[config.mk]
export PLATFORM = sky130hd
export DESIGN_NAME = multicycle_controller_flat
export DESIGN_NICKNAME = d
export VERILOG_FILES = /design/src/rtl/multicycle_controller_if.sv /design/src/rtl/multicycle_controller.sv /design/src/flat_wrapper.sv
export SDC_FILE = /design/constraint.sdc
export NUM_CORES = 1
export LEC_CHECK = 0
export CAP_MARGIN = 30
export CORE_MARGIN = 4
export CORE_UTILIZATION = 44
export CTS_CLUSTER_DIAMETER = 100
export DETAILED_ROUTE_END_ITERATION = 10
export PLACE_DENSITY = 0.83
export SLEW_MARGIN = 20
export SYNTH_ARGS = -nofsm -noshare
export SYNTH_HDL_FRONTEND = slang
export SYNTH_SLANG_ARGS = --single-unit
[constraint.sdc]
create_clock -name clk -period 2.6 [get_ports clk]
set_input_delay 0.26 -clock clk [delete_from_list [all_inputs] [get_ports clk]]
set_output_delay 0.26 -clock clk [all_outputs]
set_load 0.05 [all_outputs]
[src/rtl/multicycle_controller_if.sv]
`default_nettype none
// ============================================================================
//  Module      : multicycle_controller_if
//  Description : Bundles the signals between the multi-cycle sequencing
//                controller and the datapath/memories.
//                master : controller side. It drives the control outputs and
//                         receives opcode, zero and the memory ready flags.
//                slave  : datapath side, with the opposite directions.
//  Signals     : opcode[6:0], zero, imem_ready, dmem_ready     (dp -> ctrl)
//                imem_req, ir_write_en, pc_write_en, pc_src[1:0], jump,
//                branch, mem_read_en, mem_write_en, mem_to_reg, alu_src,
//                reg_write_en, alu_op[1:0], illegal, retire,
//                state[2:0]                                    (ctrl -> dp)
//  Revision    : 1.0 - initial release
// ============================================================================
interface multicycle_controller_if;
  logic [6:0] opcode;
  logic       zero;
  logic       imem_ready;
  logic       dmem_ready;

  logic       imem_req;
  logic       ir_write_en;
  logic       pc_write_en;
  logic [1:0] pc_src;
  logic       jump;
  logic       branch;
  logic       mem_read_en;
  logic       mem_write_en;
  logic       mem_to_reg;
  logic       alu_src;
  logic       reg_write_en;
  logic [1:0] alu_op;
  logic       illegal;
  logic       retire;
  logic [2:0] state;

  modport master (
    input  opcode, zero, imem_ready, dmem_ready,
    output imem_req, ir_write_en, pc_write_en, pc_src, jump, branch,
           mem_read_en, mem_write_en, mem_to_reg, alu_src, reg_write_en,
           alu_op, illegal, retire, state
  );

  modport slave (
    output opcode, zero, imem_ready, dmem_ready,
    input  imem_req, ir_write_en, pc_write_en, pc_src, jump, branch,
           mem_read_en, mem_write_en, mem_to_reg, alu_src, reg_write_en,
           alu_op, illegal, retire, state
  );
endinterface
`default_nettype wire

[src/rtl/multicycle_controller.sv]
`default_nettype none
// ============================================================================
//  Module      : multicycle_controller
//  Description : Multi-cycle RISC-V sequencing controller. It steps each
//                instruction through FETCH/DECODE/EXEC/MEM/WB and generates
//                the datapath controls, PC/IR write enables and the memory
//                request handshakes.
//  Ports       : clk     - rising-edge clock
//                rst_n   - asynchronous active-low reset
//                ctrl_if - multicycle_controller_if.master control bundle
//  Revision    : 1.0 - initial release
// ============================================================================
module multicycle_controller (
  input  wire logic                     clk,
  input  wire logic                     rst_n,
  multicycle_controller_if.master       ctrl_if
);

  localparam logic [6:0] c_OP_R      = 7'b0110011;
  localparam logic [6:0] c_OP_I      = 7'b0010011;
  localparam logic [6:0] c_OP_LOAD   = 7'b0000011;
  localparam logic [6:0] c_OP_STORE  = 7'b0100011;
  localparam logic [6:0] c_OP_BRANCH = 7'b1100011;
  localparam logic [6:0] c_OP_JAL    = 7'b1101111;

  typedef enum logic [2:0] {
    S_RST    = 3'd0,
    S_FETCH  = 3'd1,
    S_DECODE = 3'd2,
    S_EXEC   = 3'd3,
    S_MEM    = 3'd4,
    S_WB     = 3'd5
  } state_t;

  state_t     r_state;
  state_t     w_next;
  logic [6:0] r_op_q;

  logic       w_imem_req, w_ir_write_en, w_pc_write_en, w_jump, w_branch;
  logic       w_mem_read_en, w_mem_write_en, w_mem_to_reg, w_alu_src;
  logic       w_reg_write_en, w_illegal, w_retire;
  logic [1:0] w_pc_src, w_alu_op;

  // State register. The opcode is captured in DECODE so that later states
  // do not depend on the IR output staying stable.
  always_ff @(posedge clk or negedge rst_n) begin
    if (!rst_n) begin
      r_state <= S_RST;
      r_op_q  <= 7'd0;
    end else begin
      r_state <= w_next;
      if (r_state == S_DECODE) begin
        r_op_q <= ctrl_if.opcode;
      end
    end
  end

  always_comb begin
    w_next         = r_state;
    w_imem_req     = 1'b0;
    w_ir_write_en  = 1'b0;
    w_pc_write_en  = 1'b0;
    w_pc_src       = 2'b00;
    w_jump         = 1'b0;
    w_branch       = 1'b0;
    w_mem_read_en  = 1'b0;
    w_mem_write_en = 1'b0;
    w_mem_to_reg   = 1'b0;
    w_alu_src      = 1'b0;
    w_reg_write_en = 1'b0;
    w_alu_op       = 2'b00;
    w_illegal      = 1'b0;
    w_retire       = 1'b0;

    case (r_state)
      S_RST: begin
        w_next = S_FETCH;
      end

      S_FETCH: begin
        w_imem_req = 1'b1;
        if (ctrl_if.imem_ready) begin
          w_ir_write_en = 1'b1;
          w_next        = S_DECODE;
        end
      end

      // op_q is only written at the end of this cycle, so the legality
      // check must use the live opcode input.
      S_DECODE: begin
        case (ctrl_if.opcode)
          c_OP_R, c_OP_I, c_OP_LOAD, c_OP_STORE, c_OP_BRANCH, c_OP_JAL: begin
            w_next = S_EXEC;
          end
          default: begin
            w_illegal     = 1'b1;
            w_pc_write_en = 1'b1;
            w_retire      = 1'b1;
            w_next        = S_FETCH;
          end
        endcase
      end

      S_EXEC: begin
        case (r_op_q)
          c_OP_R: begin
            w_next = S_WB;
          end
          c_OP_I: begin
            w_alu_op  = 2'b01;
            w_alu_src = 1'b1;
            w_next    = S_WB;
          end
          c_OP_LOAD, c_OP_STORE: begin
            w_alu_op  = 2'b01;
            w_alu_src = 1'b1;
            w_next    = S_MEM;
          end
          c_OP_BRANCH: begin
            w_branch      = 1'b1;
            w_alu_op      = 2'b10;
            w_pc_write_en = 1'b1;
            w_pc_src      = ctrl_if.zero ? 2'b01 : 2'b00;
            w_retire      = 1'b1;
            w_next        = S_FETCH;
          end
          c_OP_JAL: begin
            w_jump         = 1'b1;
            w_reg_write_en = 1'b1;
            w_pc_write_en  = 1'b1;
            w_pc_src       = 2'b10;
            w_retire       = 1'b1;
            w_next         = S_FETCH;
          end
          default: begin
            w_next = S_FETCH;
          end
        endcase
      end

      // The address operands stay selected for the whole access. Read and
      // write enables are keyed on distinct opcodes, so they never overlap.
      S_MEM: begin
        w_alu_op  = 2'b01;
        w_alu_src = 1'b1;
        if (r_op_q == c_OP_LOAD) begin
          w_mem_read_en = 1'b1;
          if (ctrl_if.dmem_ready) begin
            w_next = S_WB;
          end
        end else if (r_op_q == c_OP_STORE) begin
          w_mem_write_en = 1'b1;
          if (ctrl_if.dmem_ready) begin
            w_pc_write_en = 1'b1;
            w_retire      = 1'b1;
            w_next        = S_FETCH;
          end
        end else begin
          w_next = S_FETCH;
        end
      end

      S_WB: begin
        w_reg_write_en = 1'b1;
        w_mem_to_reg   = (r_op_q == c_OP_LOAD);
        w_pc_write_en  = 1'b1;
        w_retire       = 1'b1;
        w_next         = S_FETCH;
      end

      default: begin
        w_next = S_RST;
      end
    endcase
  end

  assign ctrl_if.imem_req     = w_imem_req;
  assign ctrl_if.ir_write_en  = w_ir_write_en;
  assign ctrl_if.pc_write_en  = w_pc_write_en;
  assign ctrl_if.pc_src       = w_pc_src;
  assign ctrl_if.jump         = w_jump;
  assign ctrl_if.branch       = w_branch;
  assign ctrl_if.mem_read_en  = w_mem_read_en;
  assign ctrl_if.mem_write_en = w_mem_write_en;
  assign ctrl_if.mem_to_reg   = w_mem_to_reg;
  assign ctrl_if.alu_src      = w_alu_src;
  assign ctrl_if.reg_write_en = w_reg_write_en;
  assign ctrl_if.alu_op       = w_alu_op;
  assign ctrl_if.illegal      = w_illegal;
  assign ctrl_if.retire       = w_retire;
  assign ctrl_if.state        = r_state;

endmodule
`default_nettype wire

[src/flat_wrapper.sv]
// flat-port wrapper written by rule: the top's interface ports become plain ports
module multicycle_controller_flat 
  (clk, rst_n, ctrl_if_opcode, ctrl_if_zero, ctrl_if_imem_ready, ctrl_if_dmem_ready, ctrl_if_imem_req, ctrl_if_ir_write_en, ctrl_if_pc_write_en, ctrl_if_pc_src, ctrl_if_jump, ctrl_if_branch, ctrl_if_mem_read_en, ctrl_if_mem_write_en, ctrl_if_mem_to_reg, ctrl_if_alu_src, ctrl_if_reg_write_en, ctrl_if_alu_op, ctrl_if_illegal, ctrl_if_retire, ctrl_if_state);
  multicycle_controller_if ctrl_if_i ();
  input  wire logic clk;
  input  wire logic rst_n;
  input wire logic [$bits(ctrl_if_i.opcode)-1:0] ctrl_if_opcode;
  input wire logic [$bits(ctrl_if_i.zero)-1:0] ctrl_if_zero;
  input wire logic [$bits(ctrl_if_i.imem_ready)-1:0] ctrl_if_imem_ready;
  input wire logic [$bits(ctrl_if_i.dmem_ready)-1:0] ctrl_if_dmem_ready;
  output wire logic [$bits(ctrl_if_i.imem_req)-1:0] ctrl_if_imem_req;
  output wire logic [$bits(ctrl_if_i.ir_write_en)-1:0] ctrl_if_ir_write_en;
  output wire logic [$bits(ctrl_if_i.pc_write_en)-1:0] ctrl_if_pc_write_en;
  output wire logic [$bits(ctrl_if_i.pc_src)-1:0] ctrl_if_pc_src;
  output wire logic [$bits(ctrl_if_i.jump)-1:0] ctrl_if_jump;
  output wire logic [$bits(ctrl_if_i.branch)-1:0] ctrl_if_branch;
  output wire logic [$bits(ctrl_if_i.mem_read_en)-1:0] ctrl_if_mem_read_en;
  output wire logic [$bits(ctrl_if_i.mem_write_en)-1:0] ctrl_if_mem_write_en;
  output wire logic [$bits(ctrl_if_i.mem_to_reg)-1:0] ctrl_if_mem_to_reg;
  output wire logic [$bits(ctrl_if_i.alu_src)-1:0] ctrl_if_alu_src;
  output wire logic [$bits(ctrl_if_i.reg_write_en)-1:0] ctrl_if_reg_write_en;
  output wire logic [$bits(ctrl_if_i.alu_op)-1:0] ctrl_if_alu_op;
  output wire logic [$bits(ctrl_if_i.illegal)-1:0] ctrl_if_illegal;
  output wire logic [$bits(ctrl_if_i.retire)-1:0] ctrl_if_retire;
  output wire logic [$bits(ctrl_if_i.state)-1:0] ctrl_if_state;
  assign ctrl_if_i.opcode = ctrl_if_opcode;
  assign ctrl_if_i.zero = ctrl_if_zero;
  assign ctrl_if_i.imem_ready = ctrl_if_imem_ready;
  assign ctrl_if_i.dmem_ready = ctrl_if_dmem_ready;
  assign ctrl_if_imem_req = ctrl_if_i.imem_req;
  assign ctrl_if_ir_write_en = ctrl_if_i.ir_write_en;
  assign ctrl_if_pc_write_en = ctrl_if_i.pc_write_en;
  assign ctrl_if_pc_src = ctrl_if_i.pc_src;
  assign ctrl_if_jump = ctrl_if_i.jump;
  assign ctrl_if_branch = ctrl_if_i.branch;
  assign ctrl_if_mem_read_en = ctrl_if_i.mem_read_en;
  assign ctrl_if_mem_write_en = ctrl_if_i.mem_write_en;
  assign ctrl_if_mem_to_reg = ctrl_if_i.mem_to_reg;
  assign ctrl_if_alu_src = ctrl_if_i.alu_src;
  assign ctrl_if_reg_write_en = ctrl_if_i.reg_write_en;
  assign ctrl_if_alu_op = ctrl_if_i.alu_op;
  assign ctrl_if_illegal = ctrl_if_i.illegal;
  assign ctrl_if_retire = ctrl_if_i.retire;
  assign ctrl_if_state = ctrl_if_i.state;
  multicycle_controller u_core (.clk(clk), .rst_n(rst_n), .ctrl_if(ctrl_if_i));
endmodule
==> metrics.md <==
| Metric | Value |
|---|---|
| Seq/Total Area, Yosys | 34.4% |
| Layout Skew | 0.000816 ns |
| Synth area leaders | dfrtp_1 (34%), mux2_2 (11%), nor3_1 (4.1%), nand2_1 (4.1%), nand3b_1 (4.1%) |
| Die Y | 48.6 µm |
| Initial Utilization | between 40 and 50% |
| Top Metal Used | met4 |
| CP max-delay cell | dfrtp_1 |
| Worst EP required | 2.34 ns |
| Final setup violation count | 0 |
| Yosys top cell area share | 34.4% |
| Combinational power share | 42.6% |
| P per Cell Area | 673 mW/mm² |
| Status | complete, no violations |
| CP Launch Type | register |
| Routed Antenna Nets | 0 |
| DIE AREA | 0.00237 mm² |
| Slew @ Worst Pin | around 0.5 ns |
| Number of synthesized flops with an enable pin | 0 |
| Largest net degree at the start of global routing | 14 |
| Critical Path AT | about 2.1 ns |
| Routed wl met2 | 814 µm |
| Slowest cell delay on critical path | 0.46 ns |
| Crit path kind | register to output pin |
| Levels on crit path | 5 |
| Crit-path most repeated cell | or3_4 |
| Slew Limit Headroom | 66.5% |
| Drt first-iter violations | 2 |
| Die W | between 40 and 50 µm |
| IO buf count | 30 |
| Via/cell ratio | 5.45 |
| Internal | 0.419 mW |
| Final worst path period need | 2.38 ns |
| CTS buffer count | 3 |
| Max-Cap Viols | 0 |
| Synth cell types | 34 |
| Setup bufs post-CTS | 0 |
| Syn_nets | 89 |
| CP top delay family | simple AND/OR/NAND/NOR gates |
| Crit end category | output pin |
| Clock Latency Late Sink | 0.25 ns |
| Clock network power share | 13.1% |
| Final Util | 69.9% |
| Core area | around 0.0015 mm² |
| First-pass GRT wire length | about 2900 µm |
| Area post-placement | 0.00105 mm² |
| Share of cells above drive strength 1 | 36.8% |
| Pleak | 0.470 nW |
| Synth Instances | 77 |
| NumNets Final | 120 |
| Buf+Inv Stages, Crit Path | 1 |
| H-tree levels | 1 |
| Mapped Area | 727 µm² |
| Tot GR Track Use | 15.3% |
| Routed wl met3 | 142 µm |
| Overflow after GRT | 0 |
| Worst reg2reg path depth | 4 |
| #FFs+latches synth | 10 |
| Clk buf depth | 2 |
| Max-slew violation count | 0 |
| Most frequent cells after synthesis | dfrtp_1 (10), nand2_1 (8), mux2_2 (7) |
| Post-route cell area | about 0.0011 mm² |
| Number of global-route vias before repair | 655 |
| Ys async rst share | 100% |
| DR WL/cell | 13.5 µm |
| Sequential Power Share | 44.2% |
| Largest area contributor in the netlist | dfrtp_1 |
| Fmax | approximately 420 MHz |
| Initial antenna violation count | 0 |
| Max VDD drop | approximately 0.52 mV |
| Ys Warns | 0 |
| Sw Pwr | 0.306 mW |
| Via count | 665 |
| IO Pins | 31 |
| RSZ-0062 raised after global routing | false |
| Tcrit/Tclk final | 91.6% |
| Final Hold Vio Count | 0 |
| Primary FF master, synth | dfrtp_1 |
| Clock Root Buffer | clkbuf_4 |
| Row count | 14 |
| Wirelength, routed | 1640 µm |
| Gpl congestion | 0.783 |
| TritonCTS clock tree | yes |
| HP Class | primary input to asynchronous set/reset pin |
| P&R area growth vs syn | 48.2% |
| Post-synthesis average cell area | 9.44 µm² |
| Most common cell in the netlist | dfrtp_1 |
| Sw frac | 42.2% |
| Crit-path max FO | 6 |
| Detailed Routing Iterations Pass 1 | 3 |
| M1 WL | 675 µm |
| Clk pin slew, worst setup/hold paths | 0.05 ns |
| Total clock sinks | 10 |
| Post-detail-place hpwl | 1370 µm |
| Cells along the critical path | or3_4, or3_4, nor3_4, a311o_1, buf_4 |
| Remaining DRCs | 0 |
| Diode count | 0 |
worst register-to-register path, delay by kind of cell (launching register included):
| kind | cells | cell delay [ns] |
|---|---|---|
| and+or+nand+nor | 3 | 0.98 |
| DFF | 1 | 0.46 |
| AOI/OAI and AO/OA | 1 | 0.15 |
worst paths after layout:
| kind | slack, ns | startpoint | to |
|---|---|---|---|
| max | 0.22 | u_core.r_op_q[3] | ctrl_if_retire |
| min | 0.32 | rst_n | u_core.r_op_q[0] |
| max reg2reg | 0.95 | u_core.r_op_q[3] | u_core.ctrl_if.state[2] |
| min reg2reg | 0.51 | u_core.r_op_q[1] | u_core.r_op_q[1] |
| max in group asynchronous | 1.96 | rst_n | u_core.ctrl_if.state[0] |
| min in group clk | 0.51 | u_core.r_op_q[1] | u_core.r_op_q[1] |
metrics by stage:
| step | power (mW) | setup slack [ns] | setup TNS [ns] | hold slack, ns | std cells |
|---|---|---|---|---|---|
| global route | 0.783 | 0.0419 | 0 | 0.341 | 122 |
| detailed placement | 0.635 | 0.277 | 0 | 0.502 | 119 |
| finish | 0.725 | 0.218 | 0 | 0.319 | 122 |
| floorplan | 0.551 | -0.150 | -0.150 | -0.0356 | 77 |
| global placement | 0.621 | 0.352 | 0 | 0.492 | 119 |
| CTS | 0.733 | 0.191 | 0 | 0.324 | 122 |
placed cells by master, fill, tap and decap left out, types with 2 or more instances in the layout:
cell and n:
clkdlybuf4s50_1 16, buf_4 13, nand3b_1 4, and2_1 2, o21ai_0 3, nor3_4 2
nor2b_1 2, nor2_1 2, nand2b_1 2, inv_1 3, dfrtp_1 9, or3_4 2
clkbuf_4 3, nand2_1 8, mux2_2 7, buf_12 3, nor3_1 4
cell families (layout without fill, tap and decap cells):
logic type             count (synthesis)  after routing  synth area share (%)
AND/OR/NAND/NOR                       39             39                  34.1
buffers and inverters                  9             38                  8.43
AO/OA/AOI/OAI                         12             12                  12.2
flip-flops                            10             10                  34.4
multiplexers                           7              7                  10.8
layout make-up:
cell class,instances,area (µm²)
Multi-Input combinational cell,58,454
Inverter,3,11.3
Sequential cell,10,251
Timing Repair Buffer,32,318
Fill cell,139,464
Clock buffer,3,22.5
Tap cell,16,20.0
registers in the layout (all words and copies together), names as in the netlist:
register,flops
u_core.r_op_q,7
u_core.ctrl_if.state,3
power groups by stage:
stage | registers [mW] | logic (mW) | clock network [mW]
floorplan | 0.295 | 0.256 | 0
global placement | 0.318 | 0.303 | 0
detailed placement | 0.323 | 0.312 | 0
CTS | 0.320 | 0.313 | 0.100
global route | 0.337 | 0.335 | 0.111
finish | 0.321 | 0.309 | 0.0954
metal layers:
metal,track usage [%],vias up
li1,-,338
met1,18.3,300
met2,24.8,25
met3,4.60,2
met4,7.17,0
met5,0,-
repair_timing:
item,CTS,global route
setup endpoints to repair,0,2
gates resized for setup,0,1
hold buffers,0,0
(Power assumes the default switching activity.)
